**src/rtl/branch_resolve.sv**
```systemverilog
`default_nettype none
// ============================================================================
// Module   : branch_resolve
// Brief    : EX-stage branch/jump resolution with mispredict detection, a
//            valid/ready result pipeline (1 or 2 stages), flush and saturating
//            branch/mispredict statistics counters.
// Revision : 1.0 - initial release
// ============================================================================
module branch_resolve #(
    parameter int XLEN   = 32,
    parameter int STAGES = 1,
    parameter int CNT_W  = 32
) (
    input  logic             clk,
    input  logic             rst,
    input  logic             in_valid,
    output logic             in_ready,
    input  logic [1:0]       in_kind,
    input  logic [2:0]       in_funct3,
    input  logic [XLEN-1:0]  in_rs1,
    input  logic [XLEN-1:0]  in_rs2,
    input  logic [XLEN-1:0]  in_pc,
    input  logic [XLEN-1:0]  in_imm,
    input  logic             in_pred_taken,
    input  logic [XLEN-1:0]  in_pred_target,
    input  logic             flush,
    output logic             out_valid,
    input  logic             out_ready,
    output logic             out_taken,
    output logic [XLEN-1:0]  out_target,
    output logic             out_mispredict,
    output logic             out_illegal,
    output logic [CNT_W-1:0] branch_count,
    output logic [CNT_W-1:0] mispredict_count
);

    // Payload layout: {illegal, mispredict, taken, resolved_target}
    localparam int              c_pay_w     = XLEN + 3;
    localparam int              c_taken_b   = XLEN;
    localparam int              c_mis_b     = XLEN + 1;
    localparam int              c_ill_b     = XLEN + 2;
    localparam logic [XLEN-1:0] c_four      = XLEN'(4);
    localparam logic [XLEN-1:0] c_lsb_clear = ~(XLEN'(1));
    localparam logic [CNT_W-1:0] c_cnt_max  = {CNT_W{1'b1}};
    localparam logic [CNT_W-1:0] c_cnt_one  = CNT_W'(1);

    // ------------------------------------------------------------------------
    // Combinational resolution
    // ------------------------------------------------------------------------
    logic            w_eq;
    logic            w_lt_s;
    logic            w_lt_u;
    logic [XLEN-1:0] w_pc_plus4;
    logic [XLEN-1:0] w_pc_target;
    logic [XLEN-1:0] w_jalr_sum;
    logic [XLEN-1:0] w_target;
    logic [XLEN-1:0] w_resolved;
    logic            w_cond;
    logic            w_f3_illegal;
    logic            w_taken;
    logic            w_illegal;
    logic            w_mispredict;
    logic [c_pay_w-1:0] w_pay;

    assign w_eq        = (in_rs1 == in_rs2);
    assign w_lt_s      = ($signed(in_rs1) < $signed(in_rs2));
    assign w_lt_u      = (in_rs1 < in_rs2);
    assign w_pc_plus4  = in_pc + c_four;
    assign w_pc_target = in_pc + in_imm;
    assign w_jalr_sum  = in_rs1 + in_imm;

    always_comb begin
        w_cond       = 1'b0;
        w_f3_illegal = 1'b0;
        case (in_funct3)
            3'b000:  w_cond = w_eq;
            3'b001:  w_cond = !w_eq;
            3'b100:  w_cond = w_lt_s;
            3'b101:  w_cond = !w_lt_s;
            3'b110:  w_cond = w_lt_u;
            3'b111:  w_cond = !w_lt_u;
            default: w_f3_illegal = 1'b1;
        endcase
    end

    always_comb begin
        w_taken   = 1'b0;
        w_illegal = 1'b0;
        w_target  = w_pc_target;
        case (in_kind)
            2'b00: begin
                w_taken   = w_cond;
                w_illegal = w_f3_illegal;
            end
            2'b01: w_taken = 1'b1;
            2'b10: begin
                w_taken  = 1'b1;
                w_target = w_jalr_sum & c_lsb_clear;
            end
            default: w_illegal = 1'b1;
        endcase
    end

    assign w_resolved   = w_taken ? w_target : w_pc_plus4;
    // Target only matters when both actual and predicted directions are taken
    assign w_mispredict = (w_taken != in_pred_taken) |
                          (w_taken & in_pred_taken & (w_target != in_pred_target));
    assign w_pay        = {w_illegal, w_mispredict, w_taken, w_resolved};

    // ------------------------------------------------------------------------
    // Stage 1
    // ------------------------------------------------------------------------
    logic               r_s1_valid;
    logic [c_pay_w-1:0] r_s1_pay;
    logic               w_s1_drain;
    logic               w_accept;
    logic               w_out_valid;
    logic [c_pay_w-1:0] w_out_pay;
    logic               w_handshake;

    assign in_ready = !r_s1_valid | w_s1_drain;
    assign w_accept = in_valid & in_ready;

    always_ff @(posedge clk) begin
        if (rst) begin
            r_s1_valid <= 1'b0;
            r_s1_pay   <= '0;
        end else if (flush) begin
            r_s1_valid <= 1'b0;
        end else if (w_accept) begin
            r_s1_valid <= 1'b1;
            r_s1_pay   <= w_pay;
        end else if (w_s1_drain) begin
            r_s1_valid <= 1'b0;
        end
    end

    // ------------------------------------------------------------------------
    // Optional stage 2 (plain copy of stage 1)
    // ------------------------------------------------------------------------
    generate
        if (STAGES == 2) begin : g_two_stage
            logic               r_s2_valid;
            logic [c_pay_w-1:0] r_s2_pay;
            logic               w_s2_free;

            assign w_s2_free  = !r_s2_valid | out_ready;
            assign w_s1_drain = r_s1_valid & w_s2_free;

            always_ff @(posedge clk) begin
                if (rst) begin
                    r_s2_valid <= 1'b0;
                    r_s2_pay   <= '0;
                end else if (flush) begin
                    r_s2_valid <= 1'b0;
                end else if (w_s1_drain) begin
                    r_s2_valid <= 1'b1;
                    r_s2_pay   <= r_s1_pay;
                end else if (out_ready) begin
                    r_s2_valid <= 1'b0;
                end
            end

            assign w_out_valid = r_s2_valid;
            assign w_out_pay   = r_s2_pay;
        end else begin : g_one_stage
            assign w_s1_drain  = r_s1_valid & out_ready;
            assign w_out_valid = r_s1_valid;
            assign w_out_pay   = r_s1_pay;
        end
    endgenerate

    assign out_valid      = w_out_valid;
    assign out_target     = w_out_pay[XLEN-1:0];
    assign out_taken      = w_out_pay[c_taken_b];
    assign out_mispredict = w_out_pay[c_mis_b];
    assign out_illegal    = w_out_pay[c_ill_b];

    // ------------------------------------------------------------------------
    // Statistics; a handshake in a flush cycle still counts
    // ------------------------------------------------------------------------
    logic [CNT_W-1:0] r_branch_cnt;
    logic [CNT_W-1:0] r_mis_cnt;

    assign w_handshake = w_out_valid & out_ready;

    always_ff @(posedge clk) begin
        if (rst) begin
            r_branch_cnt <= '0;
            r_mis_cnt    <= '0;
        end else if (w_handshake) begin
            if (r_branch_cnt != c_cnt_max) begin
                r_branch_cnt <= r_branch_cnt + c_cnt_one;
            end
            if (w_out_pay[c_mis_b] && (r_mis_cnt != c_cnt_max)) begin
                r_mis_cnt <= r_mis_cnt + c_cnt_one;
            end
        end
    end

    assign branch_count     = r_branch_cnt;
    assign mispredict_count = r_mis_cnt;

endmodule
`default_nettype wire

```
**config.mk**
```make
export PLATFORM = sky130hd
export DESIGN_NAME = branch_resolve
export DESIGN_NICKNAME = d
export VERILOG_FILES = /design/src/rtl/branch_resolve.sv
export SDC_FILE = /design/constraint.sdc
export NUM_CORES = 1
export LEC_CHECK = 0
export BUFFER_PORTS_ARGS = -buffer_cell sky130_fd_sc_hd__buf_2
export CAP_MARGIN = 0
export CORE_MARGIN = 2
export CORE_UTILIZATION = 50
export DETAILED_ROUTE_END_ITERATION = 16
export HOLD_SLACK_MARGIN = 0.15
export PLACE_DENSITY_LB_ADDON = 0.2
export SLEW_MARGIN = 20
export SYNTH_ARGS = -nofsm -noshare
export SYNTH_HDL_FRONTEND = slang
export SYNTH_SLANG_ARGS = --single-unit
```
**constraint.sdc**
```tcl
create_clock -name clk -period 10 [get_ports clk]
set_input_delay 0.5 -clock clk [delete_from_list [all_inputs] [get_ports clk]]
set_output_delay 0.5 -clock clk [all_outputs]
set_load 0.01 [all_outputs]
```
* After elaboration in Yosys (flattened, before gate mapping) *
Index checks and enable logic that the tools add are counted.

storage, ports and cells
  bits in registers = 100
  output and inout bits = 101

cells by class
  add/sub/neg operators = 5
  magnitude comparators = 2
  equality and inequality tests = 12
  mux-type cells = 8
  bitwise logic cells = 7
  reductions and logical operators = 14

operators by type and width
  cell                   count
  $add 32x1->32 const B  2
  $add 32x32->32         2
  $lt 32x32->1           2
  $mux 32                2
  $ne 32x32->1 const B   2
  $add 32x3->32 const B  1
  $eq 32x32->1           1
  $ne 32x32->1           1
  $eq 3x3->1 const B     4
  $pmux 1 s6             1
  $reduce_and 2->1       3
  $reduce_or 6->1        1
  $and 1x1->1            4
  $logic_not 1->1        4
  $pmux 1 s2             2
  $reduce_or 2->1        2
  $eq 3x1->1 const B     1
  $logic_not 3->1        1
  $mux 1                 3
  $eq 2x1->1 const B     1
  $eq 2x2->1 const B     1
  $logic_not 2->1        1
  $or 1x1->1             2
  $reduce_bool 2->1      1
  3 further kinds        3

* Logic depth before layout (Yosys ltp) *
Gate-level depths: netlist (run 1).

  depth in word-level cells = 7
  mapped depth = 15
  gate-level depth less buffers = 14

* Least setup slack after synthesis (run 1) *
No wires, ideal clock.

  kind = input to register
  start = in in_pc[0]
  end = reg r_s1_pay[33]
  library setup time = 0.124 ns
  arrival = 3.366 ns
  path slack = 6.510 ns
  stages on the path = 14
  buffers on the path = 0
  cells stage by stage = ha_1 > fa_1 > a21o_1 > and4_2 > o2111ai_2 > nand2_1 > a31oi_1 > o221ai_1 > and4_1 > or3_1 > xor2_1 > nor3_1 > and4_1 > nor4_2

between the ends
  cells in the longest elaborated chain, start to end = 5

ends and longest elaborated chain
  item                  line  text
  from (decl)           22    input logic [XLEN-1:0] in_pc,
  $add 32x32->32        69    assign w_pc_target = in_pc + in_imm;
  $mux 32               90    case (in_kind)
  $ne 32x32->1          107   (w_taken & in_pred_taken & (w_target != in_pred_target));
  $and 1x1->1           107
  $or 1x1->1            106   assign w_mispredict = (w_taken != in_pred_taken) |
  to (signal assigned)  132   r_s1_pay <= w_pay;
  to (decl)             114   logic [c_pay_w-1:0] r_s1_pay;

Every way passes these cells.
A chain may end at the register's enable or synchronous reset.

* Worst setup path in the final report (run 1) *
Same ends and word-level chain as after synthesis.

==> summary.md, run 1 <==
Count of final hold-check violations: 0. The floorplan has 53 rows. The pin count of the biggest net entering global routing is 101, and the count of yosys warnings during synthesis is 0. The category of the most critical setup path was primary input to flop.

The run gives 4.16 ns as the critical path arrival. Port buffering added 271 buffers. The total leakage power was 5.52 nW; the final period demand of the worst path was 3.97 ns. Counting every net in the synthesized netlist gives 1656.

The logs give 6.95 ns for the internal reg-to-reg setup slack and 0.34 ns for the clock insertion delay at the later pin of the skew report. The detailed router finished its first iteration with 775 violations. The required time of the worst setup path was 10.18 ns; the area of the core region was 0.0208 mm^2. Dominant combinational cell family by area after synthesis: simple AND/OR/NAND/NOR gates. The combinational share of power came out at 40.4%.

The finished layout holds 1898 standard cells, fillers aside. TritonCTS built the clock tree. Yosys mapped a number of flops with a built-in enable equal to 0. The tools report the endpoint type of the worst setup path as a flop.

In this run, flip-flops and latches consume 31.7% of the power. The final number of setup-violating endpoints is 0. Setup TNS after final layout: 0 ns. Summed over all layers, the global routing overflow is 0. The final-layout fill cell count is 2073.

The worst setup path is launched from a primary input. The clock-pin slew on the worst setup and hold paths works out to 0.06 ns. In the post-synthesis netlist, the biggest area contributors are dfxtp_1 19%, ha_1 12%, xnor2_1 6.3%.

All-layer global routing usage: 27.6%. The power per standard cell area was 106 mW/mm^2; the number of placed cells counting well taps was 1881. Number of distinct library cells after synthesis: 95. At the end of routability-driven placement, the weighted congestion stood at 0.969.

The clock passes through at most 2 buffers. For this block, the routed nets add up to 32100 um of wire. The worst pin sits at a relative slew slack of 33.0%. The maximum net fanout on the critical path is 5, and the depth of the CTS H-tree is 3. The run finished with clean final reports. The initial antenna violation count was 1. Fraction of power spent switching nets: 35.0%.

Once detail routing completed, the nets flagged for antenna violations numbered 0. For the power spent charging and discharging nets, the log shows 0.456 mW. The synthesized netlist devotes 12.2% of its cell area to adder and majority cells.

In this run the most critical hold path is launched from flush. After Yosys synthesis, XOR and XNOR cells account for 13.8% of the synthesized area. The tools report the worst vdd rail ir drop as 0.0710 mV. The I/O pin count was 272; the horizontal extent of the die was 149 um.

The run gives 6.03 ns as the smallest setup slack after layout. Counting flops and latches in the post-synthesis netlist gives 100. The mean cell area of the mapped netlist works out to 7.59 um^2. The worst register-to-register path begins at out_valid. The min-delay analysis places its worst path in the category primary input to flop. Max-cap violations in this run came to 0.

Before CTS, the worst setup slack after placement is 5.69 ns. The capture point of the worst reg-to-reg path is r_s1_pay[33]. Summed over all instances, the cell type with the most area after synthesis is dfxtp_1. Counting the buffers created by CTS gives 9.

For this run, the register share of the synthesized area comes to 19.1%. For the utilization of the core after routing, the log shows 58.9%. The synthesis-to-layout area growth was 16.8%; the length of the first detailed-routing pass in iterations was 5.

The die covers 0.0222 mm^2. The detailed router placed 10900 vias in this run. The starting utilization of the core area is 50.4%, and the cell depth of the worst hold path is 2. The number of global-route vias before repair came out at 9788. Among cell families on the critical path, the largest total delay comes from compound AO/OA/AOI/OAI gates.

Internal power comes to 0.848 mW. Highest cell delay on the worst timing path: 0.51 ns. For hold timing, the worst endpoint is out_valid.

The critical path goes through buf_2 -> ha_1 -> fa_1 -> a21o_1 -> and4_2 -> o2111ai_2 -> nand2_1 -> a211oi_1 -> xnor2_1 -> a211oi_1 -> o221a_2 -> nand4_1 -> nor4_1 -> and4_1 -> nor4_2. Cells with a size suffix above 1 make up 20.7% of the layout. Of all flip-flops after synthesis, the portion carrying an async set or reset was 0%.

The slew of the pin with the lowest slew margin came out at 1.01 ns. The post-detailed-route wirelength per cell came out at 16.9 um. Final hold analysis gives a worst-case slack of 0.382 ns.

In this design, the critical path's most frequently occurring cell is a211oi_1. Gates resized during post-CTS repair numbered 0. The largest individual stage delay along the critical path comes from the cell a211oi_1. Height of the die: 149 um.

Detailed placement ended at an HPWL of 26600 um. Summing the areas of all and, or, nand and nor instances in the mapped netlist gives 24.8% of the synthesized area. Share of the synthesized area in compound gates (AO/OA/AOI/OAI): 22.6%. Buffer type at the clock tree root: clkbuf_16.

The area of the mapped netlist was 0.0105 mm^2. The post-CTS setup repair buffer count was 0. The final instance area is 0.0123 mm^2, and the buffering stage count on the worst path with inverters included is 1.

In this run the biggest area consumer among cell types represents 19.1% of the synthesized area. The number of max-slew violations in the final report was 0. Leaving out fill and tap cells, the most frequent cell in the layout is buf_2. The average vias per placed instance was 5.76. Based on the critical path, the design can be clocked at up to 252 MHz. The run gives 27.9% as the clock network fraction of total power. The global-route wire length before repair was 49200 um. In the layout the commonest cells are 271 x buf_2, 146 x nor2_1, 141 x nand2_1, 123 x a21oi_1, 100 x dfxtp_1. The total placed instance area is 0.0119 mm^2.

Setup repair after global routing left no endpoint under its margin. For the final database, setup skew stands at 0.00635 ns. The cell count after synthesis came out at 1384. The tools report the final total power as 1.30 mW. The worst path uses 39.7% of the clock period. In the synthesized netlist, mux cells make up 1.95% of the area. Among all flip-flop cells after synthesis, the most frequent one is dfxtp_1.

After detailed routing, the number of remaining DRC violations is 0. The number of hold buffers added after CTS was 0. At the end of the flow, the number of nets in the layout was 1889.

For this design, the sink count on the clock tree is 100. The number of cell instances on the worst register-to-register path came out at 13.
## per-layer routing
layer  track usage, %  part of all wire, %
met5                0                    0
met4             7.95                  2.1
met3             3.33                  7.4
met2             44.5                   45
met1             38.7                   46
## synthesized netlist by cell type (9+ instances only)
library cell	number
clkbuf_1	29
a211oi_1	25
xnor2_1	75
and4_1	15
mux2i_1	16
nor2_1	146
a21oi_1	123
nand2b_1	14
o21bai_1	9
xor2_1	75
ha_1	99
nand2_1	141
buf_2	11
nand3_1	51
nor3_1	30
or3_1	17
dfxtp_1	100
and3_1	22
nand4_1	37
o21ai_0	44
o211ai_1	29
inv_1	69
a21o_1	23
## layout make-up
type,instances,area (um^2),share of cell area [%]
antenna,2,5.00,0.0408
tap,275,344,2.81
multi-input combinational,1159,7930,64.6
clock inverter,4,73.8,0.602
sequential,100,2000,16.3
timing repair buffer,278,1410,11.5
clock buffer,11,243,1.98
inverter,69,259,2.11
## sequential cells by signal, summed over array words and instances, names as in the netlist
name / count
r_s1_pay: 35
mispredict_count: 32
branch_count: 32
out_valid: 1
## how the worst max path moves through the flow
stage	end	from	cells past startpoint	slack (ns)
3_5_place_dp	r_s1_pay[33]	in_rs1[31]	14	5.69
4_1_cts	r_s1_pay[33]	in_rs1[31]	14	6.04
3_3_place_gp	r_s1_pay[33]	in_rs1[31]	14	5.73
6_report	r_s1_pay[33]	in_pc[0]	15	6.03
5_1_grt	r_s1_pay[33]	in_kind[0]	16	5.73
2_1_floorplan	r_s1_pay[33]	in_pc[0]	14	6.51
## power by group through the flow
stage               registers, mW  clock network (mW)  logic [mW]
floorplan                   0.428                   0       0.358
global placement            0.423                   0       0.515
detailed placement          0.423                   0       0.519
CTS                         0.414               0.372       0.521
global route                0.415               0.391       0.577
finish                      0.414               0.364       0.527
## logic make-up (layout without fill, tap and decap cells)
family	Yosys count	after routing
other	0	2
AO/OA/AOI/OAI	351	351
buffers and inverters	125	362
multiplexers	20	20
adder cells (fa/ha/maj)	101	101
AND/OR/NAND/NOR	531	531
XOR/XNOR	156	156
flip-flops	100	100
(Power assumes the default switching activity.)
==> run 2: changes to the inputs <==
--- a/config.mk
+++ b/config.mk
@@ -5,6 +5,7 @@
 export SDC_FILE = /design/constraint.sdc
 export NUM_CORES = 1
 export LEC_CHECK = 0
+export ABC_AREA = 1
 export BUFFER_PORTS_ARGS = -buffer_cell sky130_fd_sc_hd__buf_2
 export CAP_MARGIN = 0
 export CORE_MARGIN = 2
==> constraint.sdc (replaced) <==
create_clock -name clk -period 4.08 [get_ports clk]
set_input_delay 0.204 -clock clk [delete_from_list [all_inputs] [get_ports clk]]
set_output_delay 0.204 -clock clk [all_outputs]
set_load 0.01 [all_outputs]
==> run 2 against run 1 <==
Utilization shrank 0.26 points. Synthesized area rose by 17%. Sequential power is 150% higher. Cell count is 44% higher. Flip-flop and latch count stayed put. Sequential share of layout area shrank 2.2 points. Clock skew increased by 0.0033 ns. First-iteration DRC count up 29%. Critical path type is now flop to flop.
==> summary.md, run 2 <==
Registers take 0.00200 mm^2. The tools report the nature of the critical path startpoint as a flop. Counting flops and latches in the post-synthesis netlist gives 100.

Headroom to the max-slew limit came out at 26.2%. The slew of the pin with the lowest slew margin works out to 1.11 ns. The worst-path cell with the longest stage delay is inv_1. The number of distinct library cells after synthesis was 52; the net count of the mapped netlist was 2418. In the final timing run, aggregate negative setup slack is 0 ns. Setup repair after global routing left no endpoint under its margin. The largest single stage delay on the critical path is 0.45 ns. The largest total area in the synthesized netlist belongs to nand2_1.

In the final routing, the length of wire on met1 measures 19000 um. The clock-pin slew on the worst setup and hold paths came out at 0.07 ns. The critical path in this run is classified as flop to flop.

The run gives 0 as the initial antenna violation count. The count of antenna diodes in the layout came out at 0. The depth of the CTS H-tree came out at 3. The share of synthesized area in the top cell type comes to 20.7%. Height of the die: 160 um.

STA classifies the critical path endpoint as a flop. Dividing the detail-routed wire length by the instance count gives 15.9 um. After synthesis, the cell types taking the most area are nand2_1 21%, dfxtp_1 16%, ha_1 10%. The tools report the clock insertion delay at the later pin of the skew report as 0.35 ns. The final layout contains routed wiring with a total length of 43400 um. Measured along the x axis, the die boundary spans 160 um. During placement, the flow inserted port buffers numbering 271. Final hold analysis gives a worst-case slack of 0.198 ns. For this design the top-level I/O count stands at 272. Post-CTS setup repair buffer count: 0. Final global-route overflow total: 0.

The logs give 2 for the clock tree buffer depth and 67500 um for the global-route wire length before repair. By instance count, the cell type seen most on the critical path is nand3_1. Row generation in the floorplan step produced 57 rows. Dividing total power by cell area gives a power density of 227 mW/mm^2. The library cell used most frequently in the layout, excluding fill and tap cells, is nand2_1. The total clock sinks came out at 100.

The library cells used most frequently in the layout, excluding fill and tap cells, are 676 x nand2_1, 318 x inv_1, 271 x buf_2, 240 x nand3_1, 193 x nor2_1. The count of final hold-check violations was 0. Summing the sequential cell areas from Yosys gives 16.4% of the chip area. Area of the mapped netlist: 0.0122 mm^2.

Final antenna-violating net count: 0. After detailed routing, the number of remaining DRC violations is 0. TritonCTS built the clock tree. After the last flow step, the layout net total stands at 2672.

The die covers 0.0257 mm^2. The number of maximum-capacitance violations was 0. For the all-layer global routing usage, the log shows 32.6%. The synthesis-to-layout area growth works out to 15.8%.

The logs give 0 for the number of max-slew violations in the final report and 9 for the number of buffers created by CTS. Clock skew on the completed layout was measured at 0.00961 ns. In this run the worst path has a maximum fanout of 15.

The average instance in the mapped netlist occupies 5.70 um^2. Final number of setup-violating endpoints: 0. The critical path goes through ha_1 -> nand2_1 -> nor2_1 -> nand3_1 -> nor4_2 -> nand3_1 -> nand3_2 -> inv_1 -> nand4_1 -> nor2_1 -> nand3_1 -> o21ai_0 -> a21oi_1. For this run, the number of Yosys warnings is 0. For this run, the leading register cell type out of synthesis is dfxtp_1.

Routability-driven placement finished with a final weighted congestion of 0.998. The tightest min-delay check is of the primary input to flop type. The number of global-route vias before repair was 13500. The buffer type at the clock tree root is clkbuf_16. Detailed-routed wire length on met3: 2200 um. The flip-flop count of the largest register after layout was 35; the estimated wirelength of the detail-placed design was 36800 um. The flow ran to the end, and the final reports show no timing, DRC or antenna violations. Counting the fill cells in the layout gives 2520. Entering global routing, the biggest net connects 66 pins.

After synthesis, the most frequently instantiated cells are 676 x nand2_1, 318 x inv_1, 240 x nand3_1, 193 x nor2_1, 142 x a21oi_1. The most frequent cell after synthesis is nand2_1. The critical path arrival was 3.07 ns; the area of the core region was 0.0242 mm^2. Static timing analysis puts the maximum clock frequency at 354 MHz.

Length of the first detailed-routing pass in iterations: 5. Synthesis handed over a netlist of 2146 instances. The post-synthesis async set-or-reset flop share is 0%, and the layout cell share with drive strength beyond 1 is 15.4%.

The highest layer touched by signal routing is met4. The logs give 0.253 mV for the worst vdd rail ir drop and 14700 for the total via count after detailed routing. The total leakage power came out at 7.37 nW.

Final period demand of the worst path: 2.82 ns. The average vias per placed instance is 5.38, and the starting utilization of the core area is 50.6%. The logs give 4.32 ns for the required time of the worst setup path and 1002 for the violation count after the first detailed-route iteration. The portion of the clock cycle consumed by the worst path in the final layout is 69.1%. Counting flops with a built-in enable in the synthesized netlist gives 0. The register with the highest flop count was r_s1_pay. The routed design uses 20600 um of met2 wire. In the final layout, the multi-input gates occupy 0.00883 mm^2.
run 2: changes by cell type after synthesis, moves of 24 or more:
cell / previous run / this run
inv_1: 69 / 318
o21ai_0: 44 / 68
nor2_1: 146 / 193
nand3_1: 51 / 240
o211ai_1: 29 / 2
nand3b_1: 2 / 27
xnor2_1: 75 / 15
xor2_1: 75 / 32
nand2_1: 141 / 676
run 2: per-stage QoR:
stage               instances  power, mW  setup slack, ns  utilization (%)  instance area, um^2
global placement         2711       2.33             1.11             57.3                13900
floorplan                2146       1.92             1.86                -                12200
CTS                      2729       3.21             1.30             58.6                14200
finish                   2729       3.22             1.26             58.6                14200
detailed placement       2711       2.35             1.10             57.3                13900
global route             2729       3.43             1.10             58.6                14200
run 2: area by class of cell:
type / count / share of cell area, %
Clock inverter: 6 / 0.450
Tap cell: 324 / 2.86
Clock buffer: 10 / 1.69
Timing Repair Buffer: 279 / 10.0
Sequential cell: 100 / 14.1
Inverter: 324 / 8.58
Multi-Input combinational cell: 1686 / 62.3
run 2: power by group:
group / switching (mW) / total [mW] / internal (mW)
Sequential: 0.0164 / 1.02 / 1.00
Clock: 0.378 / 0.869 / 0.491
Combinational: 0.880 / 1.33 / 0.452
Total: 1.27 / 3.22 / 1.94
run 2: timing repair:
item,in CTS,in global routing
hold buffers,2,0
hold endpoints to repair,1,0
resized for setup,0,0
run 2: cell families (layout without fill, tap and decap cells):
logic type                 after synthesis  in the layout  share of synthesized area, %
buffers and inverters                  360            619                          11.5
and+or+nand+nor                       1283           1283                          46.8
DFF                                    100            100                          16.4
AOI/OAI and AO/OA                      255            255                          11.5
xor gates and xnor gates                47             47                          3.36
adders and majority gates              101            101                          10.4
run 2: final timing paths:
check	from	end	slack [ns]	depth (start not counted)
setup / recovery	mispredict_count[0]	mispredict_count[23]	1.26	13
hold reg to reg	r_s1_pay[12]	r_s1_pay[12]	0.46	2
hold / removal	in_pred_taken	r_s1_pay[33]	0.20	3
setup reg to reg	mispredict_count[0]	mispredict_count[23]	1.26	13
run 2: worst max-delay path, delay by kind of cell, from the launching register on:
family / cells / cell delay, ns
and+or+nand+nor: 9 / 1.42
adders and majority gates: 1 / 0.28
buffers and inverters: 1 / 0.45
AOI/OAI and AO/OA: 2 / 0.24
DFF: 1 / 0.35
run 2: routing by layer:
metal  vias to the layer above  global-route usage [%]
met2                       468                    57.9
met1                      6650                    40.8
li1                       7482                       -
met3                        83                    2.63
met4                         0                    12.9
met5                         -                       0
==> run 3: changes to the inputs <==
==> constraint.sdc (replaced) <==
create_clock -name clk -period 2.3 [get_ports clk]
set_input_delay 0.115 -clock clk [delete_from_list [all_inputs] [get_ports clk]]
set_output_delay 0.115 -clock clk [all_outputs]
set_load 0.01 [all_outputs]
==> run 3 against run 2 <==
Flip-flop and latch count stayed put. Critical path depth up 6. Non-clock buffer count grew 278. Clock power up 84%. Die area stayed put. Register-to-register slack lost 1.1 ns. Cell area rose by 21%. Critical endpoint is now r_s1_pay[33].
==> summary.md, run 3 (synthesized netlist as in run 2, its figures left out) <==
The tools report the startpoint of the worst-slack reg-to-reg timing path as branch_count[0]. Final global-route overflow total: 0. The clock network fraction of total power was 24.3%. Setup violations remaining at the end of the flow were counted as 0. STA classifies the critical path startpoint as a primary input.

The die covers 0.0257 mm^2. The pin count of the biggest net entering global routing is 39, and the starting utilization of the core area is 50.6%. The routed layout has 16000 vias. The clock drives 100 sinks. Number of global-route vias before repair: 14800. Internal power comes to 4.08 mW. The number of I/O port buffers is 271. Power comes to 6.57 mW. The smallest setup slack after layout was 0.120 ns. The horizontal extent of the die is 160 um.

The portion of the clock cycle consumed by the worst path in the final layout works out to 94.8%. The worst vdd rail ir drop is 0.566 mV, and the post-layout net count is 2950. The post-route netlist has 30.2% of its cells at a drive strength greater than 1. Estimated wirelength of the detail-placed design: 38700 um.

The clock passes through at most 2 buffers. The flow ran to the end, and the final reports show no timing, DRC or antenna violations. Measured along the y axis, the die boundary spans 160 um.

The clock-pin slew on the worst setup and hold paths is 0.07 ns, and the internal reg-to-reg setup slack is 0.13 ns. The row count was 57; the number of max-slew violations in the final report was 0. For this run, the total global-route usage over all layers was measured as 34.4%.

After detailed routing, the number of vias per cell comes to 5.32. Data arrives at the worst endpoint at 2.42 ns. The first global-routing pass estimated 72000 um of wire. Counting instances, the worst hold path has a depth of 5.

Leaving out fill and tap cells, the most frequent cells in the layout are 629 x nand2_1, 313 x inv_1, 276 x buf_4, 271 x buf_2, 219 x nand3_1. OpenSTA, run right after detailed placement, puts the worst setup slack at -0.411 ns. The total leakage power is 8.87 nW, and the clock insertion delay at the later pin of the skew report is 0.35 ns. Before antenna repair, the detailed router went through 6 iterations. Number of buffers created by CTS: 9.

In this run the worst hold path is classified as primary input to flop. Required time of the worst setup path: 2.54 ns. Between clock sinks in the finished design, the worst skew comes to 0.00865 ns.

The startpoint identified for the worst hold timing path is in_pc[2]. The post-detailed-route wirelength per cell came out at 15.5 um. TritonCTS built the clock tree.

For hold timing, the worst endpoint is r_s1_pay[2]. The run gives 3 as the initial antenna violation count. STA classifies the critical path endpoint as a flop. After routing, the total negative slack on setup checks comes to 0 ns.

The most frequent standard cell in the layout excluding fill and tap cells was nand2_1. Compared with the post-synthesis result, the final layout area differs by 40.3%. The detailed router finished its first iteration with 1239 violations.

For the number of DRC violations after detailed routing, the log shows 0. Max-cap violations in this run came to 0. Buffer type at the clock tree root: clkbuf_16. At the pin with the least slew margin, the transition time is 0.508 ns. Capture point of the worst reg-to-reg path: branch_count[11]. The final period demand of the worst path came out at 2.18 ns.

In this run, placement finished with an instance count of 2979. The H-tree generated during clock tree synthesis spans 3 levels. In this run the worst path has a maximum fanout of 5.

272 I/O pins were placed. The power share of the sequential group came out at 27.5%. Register with the highest flop count: r_s1_pay. The power per standard cell area was 383 mW/mm^2. The worst register-to-register path has a depth of 14. At the end of routability-driven placement, the weighted congestion stood at 1.02. Final standard cell count with taps included and fillers excluded: 3010. The category of the most critical setup path was primary input to flop. The logs give 48.2% for the combinational share of power and 0.0242 mm^2 for the area of the core region. The power spent charging and discharging nets was 2.49 mW. The register with the most flip-flops in the layout has 35 of them. The fraction of power spent switching nets was 37.9%.

The count of final hold-check violations is 0. Headroom to the max-slew limit came out at 65.8%. The final layout contains routed wiring with a total length of 46800 um.

For the final antenna-violating net count, the log shows 0. Derived from the worst setup path, the maximum achievable clock frequency is 459 MHz.
==> run 3: cell count changes in the layout (fill, tap and decap cells not counted), moves of 20 or more <==
cell     delta
nor2_2     +25
nor2_1     -33
ha_4       +24
nand2_1    -47
nand3_1    -21
nand2_2    +44
ha_1       -27
nand3_2    +20
buf_4     +270
==> run 3: cell type report <==
cell class	instances	area, um^2
well taps	324	405
inverters	324	1220
fillers	2133	7000
clock buffers	13	270
multi-input cells	1686	9640
flip-flops and latches	100	2010
diodes	3	7.51
clock inverters	3	43.8
repair buffers	557	3580
==> run 3: worst max-delay path by stage <==
stage,start,to,cells past startpoint
global placement,in_imm[13],r_s1_pay[33],20
detailed placement,in_imm[13],r_s1_pay[33],20
global route,in_imm[23],r_s1_pay[33],19
finish,in_pc[23],r_s1_pay[33],19
floorplan,in_pc[0],r_s1_pay[33],22
CTS,in_imm[13],r_s1_pay[33],20
==> run 3: worst max-delay path, stage by stage <==
cell and delay, ns:
buf_2 0.12, ha_1 0.40, nand2_1 0.12, nor2_1 0.23, nand2_1 0.19, nor2_2 0.17, nand2_2 0.11, nand2_1 0.08
nand2_1 0.06, nand3_2 0.07, nand2_2 0.08, nand2_1 0.07, nand2_1 0.06, nor2_1 0.08, nand2_1 0.07, nor2_2 0.13
nand3_1 0.09, nor2_1 0.12, nor2_1 0.05
==> run 3: layer usage <==
layer | vias up | track usage [%] | part of all wire (%)
met3 | 109 | 2.17 | 5.6
met1 | 7246 | 43.3 | 42
met4 | 0 | 13.1 | 4.0
met2 | 623 | 61.6 | 48
met5 | - | 0 | 0
li1 | 8028 | - | -
==> run 3: power groups by stage <==
stage	clock network, mW	registers, mW	logic, mW
after floorplan	0	1.86	1.55
after global placement	0	1.84	2.83
after detailed placement	0	1.84	2.87
after CTS	1.60	1.80	2.88
after global routing	1.67	1.81	3.49
final	1.60	1.80	3.17
==> run 3: timing repair <==
item / CTS / global route
gates resized for setup: 2 / 194
pin swaps: 1 / 43
hold buffers: 3 / 0
endpoints found under the hold margin: 2 / 0
setup endpoints to repair: 2 / 32
buffers inserted: 1 / 9
==> run 3: through the flow <==
stage | hold slack [ns] | area (um^2) | util (%)
after floorplan | 0.194 | 12200 | -
after global placement | 0.297 | 15900 | 65.9
after detailed placement | 0.304 | 15900 | 65.9
after CTS | 0.209 | 16300 | 67.3
after global routing | 0.258 | 17200 | 71.0
final | 0.213 | 17200 | 71.0
